<file path="src/rtl/arm_mem_pkg.sv">
// Shared types and IR field positions for the ARM load/store-multiple datapath.
// Mode enum is encoded as {U,P} so it can be cast straight from the instruction bits.
package arm_mem_pkg;

    typedef enum logic [1:0] {
        DA = 2'b00,
        DB = 2'b01,
        IA = 2'b10,
        IB = 2'b11
    } addr_mode_t;

    typedef enum logic [2:0] {
        IDLE,
        SETUP,
        XFER,
        WB,
        FIN
    } seq_state_t;

    localparam int         L_BIT        = 20;
    localparam int         W_BIT        = 21;
    localparam int         U_BIT        = 23;
    localparam int         P_BIT        = 24;
    localparam int         RN_LSB       = 16;
    localparam logic [2:0] CLASS_LDMSTM = 3'b100;

endpackage

</file>
<file path="src/rtl/reg_list_scan.sv">
// Register-list scanner: lowest set index, non-empty flag and popcount of the mask.
// Purely combinational, zero latency; no flow control.
module reg_list_scan #(
    parameter  int NUM_REGS = 16,
    localparam int IDX_W    = $clog2(NUM_REGS)
) (
    input  logic [NUM_REGS-1:0] mask,
    output logic [IDX_W-1:0]    low_idx,
    output logic                any,
    output logic [IDX_W:0]      count
);

    // Scanning downward lets the lowest set bit overwrite any higher one.
    always_comb begin
        low_idx = '0;
        count   = '0;
        for (int i = NUM_REGS - 1; i >= 0; i--) begin
            if (mask[i]) begin
                low_idx = IDX_W'(i);
            end
            count = count + {{IDX_W{1'b0}}, mask[i]};
        end
    end

    assign any = |mask;

endmodule

</file>
<file path="src/rtl/ldm_stm_sequencer.sv">
// LDM/STM block-transfer sequencer: one word address per listed register, MFA/MOC handshake, base write-back.
// START to DONE is 1 + (2n-1) + W + 1 cycles minimum; each transfer holds MFA until MOC, unbounded.
module ldm_stm_sequencer
    import arm_mem_pkg::*;
#(
    parameter  int NUM_REGS   = 16,
    parameter  int ADDR_W     = 32,
    parameter  int WORD_BYTES = 4,
    localparam int IDX_W      = $clog2(NUM_REGS)
) (
    input  logic              CLK,
    input  logic              RESET_N,
    input  logic              START,
    input  logic [31:0]       IR,
    input  logic [ADDR_W-1:0] BASE,
    input  logic              MOC,
    output logic              MFA,
    output logic [ADDR_W-1:0] MEM_ADDR,
    output logic              MEM_RW,
    output logic [IDX_W-1:0]  REG_IDX,
    output logic              REG_LD,
    output logic              WB_EN,
    output logic [3:0]        WB_REG,
    output logic [ADDR_W-1:0] WB_VALUE,
    output logic              BUSY,
    output logic              DONE
);

    localparam logic [ADDR_W-1:0] STEP = ADDR_W'(WORD_BYTES);

    seq_state_t          state, state_nxt;
    addr_mode_t          mode;
    logic                l_q, w_q, u_q, p_q, rn_listed_q, gap_q, reg_ld_q;
    logic [3:0]          rn_q;
    logic [NUM_REGS-1:0] mask_q;
    logic [IDX_W-1:0]    idx_q, low_idx;
    logic [IDX_W:0]      count;
    logic                any, accept, xfer_act, rn_listed, unused_ir;
    logic [15:0]         list16;
    logic [ADDR_W-1:0]   base_q, addr_q, wb_q, span, start_addr, wb_calc;

    reg_list_scan #(.NUM_REGS(NUM_REGS)) u_scan (
        .mask    (mask_q),
        .low_idx (low_idx),
        .any     (any),
        .count   (count)
    );

    assign accept    = START && (IR[27:25] == CLASS_LDMSTM);
    assign list16    = 16'(IR[NUM_REGS-1:0]);
    assign rn_listed = list16[IR[RN_LSB +: 4]];
    assign unused_ir = ^{IR[31:28], IR[22], IR[15:0]};
    assign mode      = addr_mode_t'({u_q, p_q});
    assign xfer_act  = (state == XFER) && !gap_q;

    always_comb begin
        span       = ADDR_W'(count) * STEP;
        start_addr = base_q;
        case (mode)
            IA:      start_addr = base_q;
            IB:      start_addr = base_q + STEP;
            DA:      start_addr = base_q - span + STEP;
            default: start_addr = base_q - span;
        endcase
        wb_calc = u_q ? (base_q + span) : (base_q - span);
    end

    always_ff @(posedge CLK or negedge RESET_N) begin
        if (!RESET_N) begin
            state <= IDLE;
        end else begin
            state <= state_nxt;
        end
    end

    always_comb begin
        state_nxt = state;
        MFA       = xfer_act;
        BUSY      = (state != IDLE);
        DONE      = (state == FIN);
        // A register reloaded from memory must not be clobbered by the base update.
        WB_EN     = (state == WB) && !(l_q && rn_listed_q);
        case (state)
            IDLE:  if (accept) state_nxt = SETUP;
            SETUP: state_nxt = any ? XFER : FIN;
            XFER:  if (xfer_act && MOC && (count == {{IDX_W{1'b0}}, 1'b1}))
                       state_nxt = w_q ? WB : FIN;
            WB:    state_nxt = FIN;
            FIN:   state_nxt = IDLE;
            default: state_nxt = IDLE;
        endcase
    end

    always_ff @(posedge CLK or negedge RESET_N) begin
        if (!RESET_N) begin
            l_q         <= 1'b0;
            w_q         <= 1'b0;
            u_q         <= 1'b0;
            p_q         <= 1'b0;
            rn_q        <= '0;
            rn_listed_q <= 1'b0;
            base_q      <= '0;
            mask_q      <= '0;
            addr_q      <= '0;
            wb_q        <= '0;
            idx_q       <= '0;
            gap_q       <= 1'b0;
            reg_ld_q    <= 1'b0;
        end else begin
            reg_ld_q <= 1'b0;
            case (state)
                IDLE: if (accept) begin
                    l_q         <= IR[L_BIT];
                    w_q         <= IR[W_BIT];
                    u_q         <= IR[U_BIT];
                    p_q         <= IR[P_BIT];
                    rn_q        <= IR[RN_LSB +: 4];
                    rn_listed_q <= rn_listed;
                    base_q      <= BASE;
                    mask_q      <= IR[NUM_REGS-1:0];
                    gap_q       <= 1'b0;
                end
                SETUP: begin
                    addr_q <= start_addr;
                    wb_q   <= wb_calc;
                    idx_q  <= low_idx;
                end
                // idx_q advances only at the end of the gap cycle so REG_LD sees the completed index.
                XFER: if (gap_q) begin
                    gap_q <= 1'b0;
                    idx_q <= low_idx;
                end else if (MOC) begin
                    mask_q[idx_q] <= 1'b0;
                    addr_q        <= addr_q + STEP;
                    reg_ld_q      <= l_q;
                    gap_q         <= 1'b1;
                end
                default: ;
            endcase
        end
    end

    assign MEM_ADDR = addr_q;
    assign MEM_RW   = l_q;
    assign REG_IDX  = idx_q;
    assign REG_LD   = reg_ld_q;
    assign WB_REG   = rn_q;
    assign WB_VALUE = wb_q;

endmodule

</file>
<file path="config.mk">
export PLATFORM = sky130hd
export DESIGN_NAME = ldm_stm_sequencer
export DESIGN_NICKNAME = d
export VERILOG_FILES = /design/src/rtl/arm_mem_pkg.sv /design/src/rtl/reg_list_scan.sv /design/src/rtl/ldm_stm_sequencer.sv
export SDC_FILE = /design/constraint.sdc
export NUM_CORES = 1
export LEC_CHECK = 0
export ABC_AREA = 1
export BUFFER_PORTS_ARGS = -buffer_cell sky130_fd_sc_hd__buf_2
export CAP_MARGIN = 10
export CORE_ASPECT_RATIO = 0.75
export CORE_MARGIN = 2
export CORE_UTILIZATION = 40
export DETAILED_ROUTE_END_ITERATION = 6
export GPL_TIMING_DRIVEN = 0
export PLACE_DENSITY = 0.64
export SLEW_MARGIN = 5
export SYNTH_ARGS = -nofsm -noshare
export SYNTH_HDL_FRONTEND = slang
export SYNTH_SLANG_ARGS = --single-unit
export TNS_END_PERCENT = 5
</file>
<file path="constraint.sdc">
create_clock -name CLK -period 13.25 [get_ports CLK]
set_clock_uncertainty 0.1 [all_clocks]
set_input_delay 1.325 -clock CLK [delete_from_list [all_inputs] [get_ports CLK]]
set_output_delay 1.325 -clock CLK [all_outputs]
set_load 0.02 [all_outputs]
</file>
Word-level counts from Yosys, hierarchy flattened
Cells that the tools add are included.

Add/sub/neg operators: 20. Eq/ne operators: 13. Reductions and logical operators: 21. Muxes and demuxes: 43. Bitwise gates (word level): 2. $lt $le $gt $ge: 3.

Operator list (count): $add 32x3->32 const B (3); $mux 32 (3); $pmux 32 s3 (1); $add 5x1->5 (14); $mux 4 (17); $pmux 32 s2 (1); $mux 16 (3); $add 32x7->32 (1); $pmux 16 s2 (1); $sub 32x7->32 (1); $and 16x16->16 (1); $not 16->16 (1); $reduce_or 16->1 (1); $mux 3 (4); $pmux 3 s4 (1); $lt 4x5->1 const B (2); $mux 1 (8); $ne 2x2->1 const B (4); $pmux 4 s2 (1); $reduce_and 2->1 (4); $logic_and 1x1->1 (7); $eq 3x2->1 const B (2); $eq 3x3->1 const B (2); $eq 5x1->1 const B (1); 15 further kinds (18).

Input port bits: 68. Bits in registers: 130.

Longest topological paths before layout
Depth after elaboration: 19. Depth in mapped cells: 38. Depth with buffers taken out: 37.

Cells and area by module
From an unflattened synthesis, not the netlist that was laid out.

Cell total of the unflattened synthesis: 1761. Area total of the unflattened synthesis: 11661.2 um^2.

Modules (own cells, without submodules): ldm_stm_sequencer (sequential area each 3253.1 um^2, instances 1, cells an instance 1676, area each 11073.1 um^2); reg_list_scan (sequential area each 0.0 um^2, instances 1, cells an instance 85, area each 588.1 um^2).

Worst setup path after synthesis
Ideal clock, no wire load.

Path kind: reg2reg. Start point: reg mask_q[14]. End point: reg addr_q[16], in the netlist MEM_ADDR[16]. Library setup time: 124 ps. Cell stages (with the launch flop): 26. Path buffers: 0. Data required time: 13026 ps. Setup slack: 7269 ps. Data arrival time: 5757 ps. Path through: dfrtp_1 -> inv_1 -> ha_1 -> inv_1 -> fa_1 -> fa_1 -> fa_1 -> fa_1 -> fa_1 -> fa_1 -> inv_1 -> fa_1 -> o21ai_0 -> ha_1 -> a21boi_1 -> nand3_1 -> nor2_1 -> nand2_2 -> nor2_4 -> nand2_1 -> inv_1 -> nand2_1 -> o21ai_0 -> nor2_1 -> o21bai_1 -> a21oi_1.

Longest elaborated chain between the ends: 19.

RTL lines: start, declared (RTL line ldm_stm_sequencer.sv:35) `logic [NUM_REGS-1:0] mask_q;`; start signal, assigned (RTL line ldm_stm_sequencer.sv:120) `mask_q <= IR[NUM_REGS-1:0];`; $add 1x1->2 (*) (RTL line reg_list_scan.sv:21) `count = count + {{IDX_W{1'b0}}, mask[i]};`; $add 5x1->5 (*) (14 in a row) (RTL line reg_list_scan.sv:21); $sub 32x7->32 (*) (RTL line ldm_stm_sequencer.sv:62, ldm_stm_sequencer.sv:63); $add 32x3->32 (RTL line ldm_stm_sequencer.sv:62) `DA: start_addr = base_q - span + STEP;`; $pmux 32 s3 (*) (RTL line ldm_stm_sequencer.sv:59) `case (mode)`; $pmux 32 s2 (*) (RTL line ldm_stm_sequencer.sv:111) `case (state)`; end signal, assigned (RTL line ldm_stm_sequencer.sv:124) `addr_q <= start_addr;`; end signal, assigned (RTL line ldm_stm_sequencer.sv:134) `addr_q <= addr_q + STEP;`; end, declared (RTL line ldm_stm_sequencer.sv:40) `logic [ADDR_W-1:0] base_q, addr_q, wb_q, span, start_addr, wb_calc;`.

Mark *: on every way between the ends. The rest lies on a longest branch, timed or not. A chain may end at the register's enable or synchronous reset.

Worst setup path in the final report
Start point: reg mask_q[15]. End point: reg addr_q[16], in the netlist MEM_ADDR[16].

Same word-level chain as after synthesis.

==> metrics <==
CP max stage delay=0.60 ns; io pins=146; CP Launch Type=register; post-DP HPWL=35.6 mm; Tightest Hold Check Type=reg2reg; GR Util met2=0.389; Arr. time, crit path=7.16 ns; global route hottest layer=met1; Vias=12700; TritonCTS Sinks=130; Worst Path Required=13.47 ns; Initial DRT Pass Iterations=6; CTS tree=done; sequential cell area fraction in the yosys report=0.282; Starting Density=0.409; FF-to-FF End=MEM_ADDR[16]; Post-synth EDFFs=0; cell taking the most area after synthesis=dfrtp_1; final worst setup slack=6.31 ns; Mapped Area=11500 sq um; commonest cells in the netlist=nand2_1, inv_1, nand3_1; Synth area leaders=dfrtp_1, nand2_1, nand3_1; Avg Cell Area, Syn=6.52 sq um; crit path max-delay cell type=fa_1; min cycle time layout=6.94 ns; share of the synthesized area in the top cell type=0.282; Synth warnings=0; Area Overhead vs Synth=15.9%; die area=30200 sq um; critical path class=reg2reg; input/output buffers=139; most frequent cell on the critical path=fa_1; max-cap violation count=0; largest net degree at the start of global routing=84; hold depth=2; Residual DRC=0; M3 GR Usage=0.0750; Place WS=6.44 ns; Worst Path Max Fanout=5; FF-to-FF path depth=25; # hold bufs at CTS=0; slew at the pin closest to its max-slew limit=0.953 ns; Cell Rows=53; postcts setup bufs=0; worst relative slew slack=0.365; Synth cell types=57; worst hold margin=0.365 ns; Slew Viols, Final=0; GRT overflow=0; ratio of cells with drive above 1 in the final layout=0.166; Crit. End Element=register; chip width=200 microns; register bit total from synthesis=130; clock buffer depth=2; asr flop ratio synth=1.00; fill count=2963; Setup violations, final=0; routed length per instance=19.0 microns; vias in the first global route=11300; status=complete, no violations; via/cell ratio=5.47; Final Cycle Share=0.524; hold path endpoint=MEM_ADDR[0]; global-route wire length before repair=66.7 mm; FF+latch area=3250 sq um; routability cong.=0.982; post-route setup TNS=0 ns; drt total wl=44.2 mm; count leader, synth=nand2_1; Worst R2R Setup Slack=6.31 ns; GRT Util Overall=0.297; Core Util, Final=0.474; PostCTS Resize Cnt=0; post-route ant nets=0; Final Hold Fails=0; antenna violations before repair=0; antenna cell count=0; global routing usage on met1=0.475; First DRT Iteration DRCs=1580; Net Count, Synth=1872; Multi-input gate area=7170 sq um; min-delay src=MEM_ADDR[0]; die height=151 microns; CTS H-tree depth=4; unrepaired setup endpoints after global routing=false; clock root cell=clkbuf_16; ys flop type=dfrtp_1; Syn Inst Count=1767; core area=28200 sq um; worst r2r src=mask_q[15]; Fmax=144 MHz; TritonCTS Buffers=17; clock input transition at the sequential cells of the worst setup and hold paths=0.06 ns; Clk Latency, worst-skew pair=0.45 ns; nets=2031
==> registers in the layout, summed over array words and instances (netlist names) <==
name and flops:
gap_q 1, base_q 32, u_q 1, WB_VALUE 32, mask_q 16, WB_REG 4
REG_LD 1, state 3, w_q 1, MEM_ADDR 32, p_q 1, REG_IDX 4
MEM_RW 1, rn_listed_q 1
==> critical path, delay by kind of cell, from the launching register on <==
family,cells,cell delay [ns]
buf+inv,4,0.37
compound gates,5,0.99
simple gates,7,0.82
flops,1,0.44
fa+ha+maj,9,4.09
==> cell usage in the layout, fill, tap and decap left out, drive strengths merged, types with 7 or more instances in the layout <==
master	netlist	routed
o21ai	150	150
clkinv	6	11
a31oi	10	10
nor4	7	7
dfrtp	130	130
nor3	27	27
nand4	27	27
fa	12	12
buf	27	167
a22oi	7	7
o211ai	17	17
clkbuf	51	70
a21oi	125	125
nand2	523	523
nor2	190	190
inv	190	194
nand3	171	171
o21a	13	13
ha	25	25
xor2	23	23
==> cell families after synthesis <==
kind of cell,share of synthesized area
simple gates,0.385
fa+ha+maj,0.0480
xor+xnor,0.0204
buf+inv,0.0951
compound gates,0.169
flops,0.282
==> how the worst max path moves through the flow <==
| stage | endpoint | cells after the start | slack, ns | from |
|---|---|---|---|---|
| finish | MEM_ADDR[16] | 25 | 6.31 | mask_q[15] |
| global route | MEM_ADDR[16] | 25 | 5.92 | mask_q[15] |
| CTS | MEM_ADDR[30] | 26 | 6.40 | mask_q[15] |
| detailed placement | MEM_ADDR[30] | 26 | 6.44 | mask_q[15] |
| global placement | MEM_ADDR[16] | 25 | 6.46 | mask_q[15] |
| floorplan | MEM_ADDR[16] | 25 | 7.27 | mask_q[14] |
==> cell type report <==
type                       instances  share of cell area
tap                              385              0.0361
multi-input combinational       1363               0.537
buffer                            78              0.0261
sequential                       130               0.244
timing repair buffer             140              0.0546
clock buffer                      19              0.0339
inverter                         196              0.0558
clock inverter                    13              0.0129
==> metrics by stage <==
step,instances,cell area (sq um)
after floorplan,1767,11500
after global placement,2291,12700
after detailed placement,2292,12700
after CTS,2324,13400
after global routing,2324,13400
final,2324,13400
==> routing by layer <==
metal  part of all wire  vias up
li1                   -     6103
met1               0.50     5893
met2               0.38      669
met3               0.11       38
met4              0.013        0
met5                  0        -
Power is left out: the tool's default activity adds up to more than one toggle a clock period on the data nets, which glitch-free logic cannot reach.
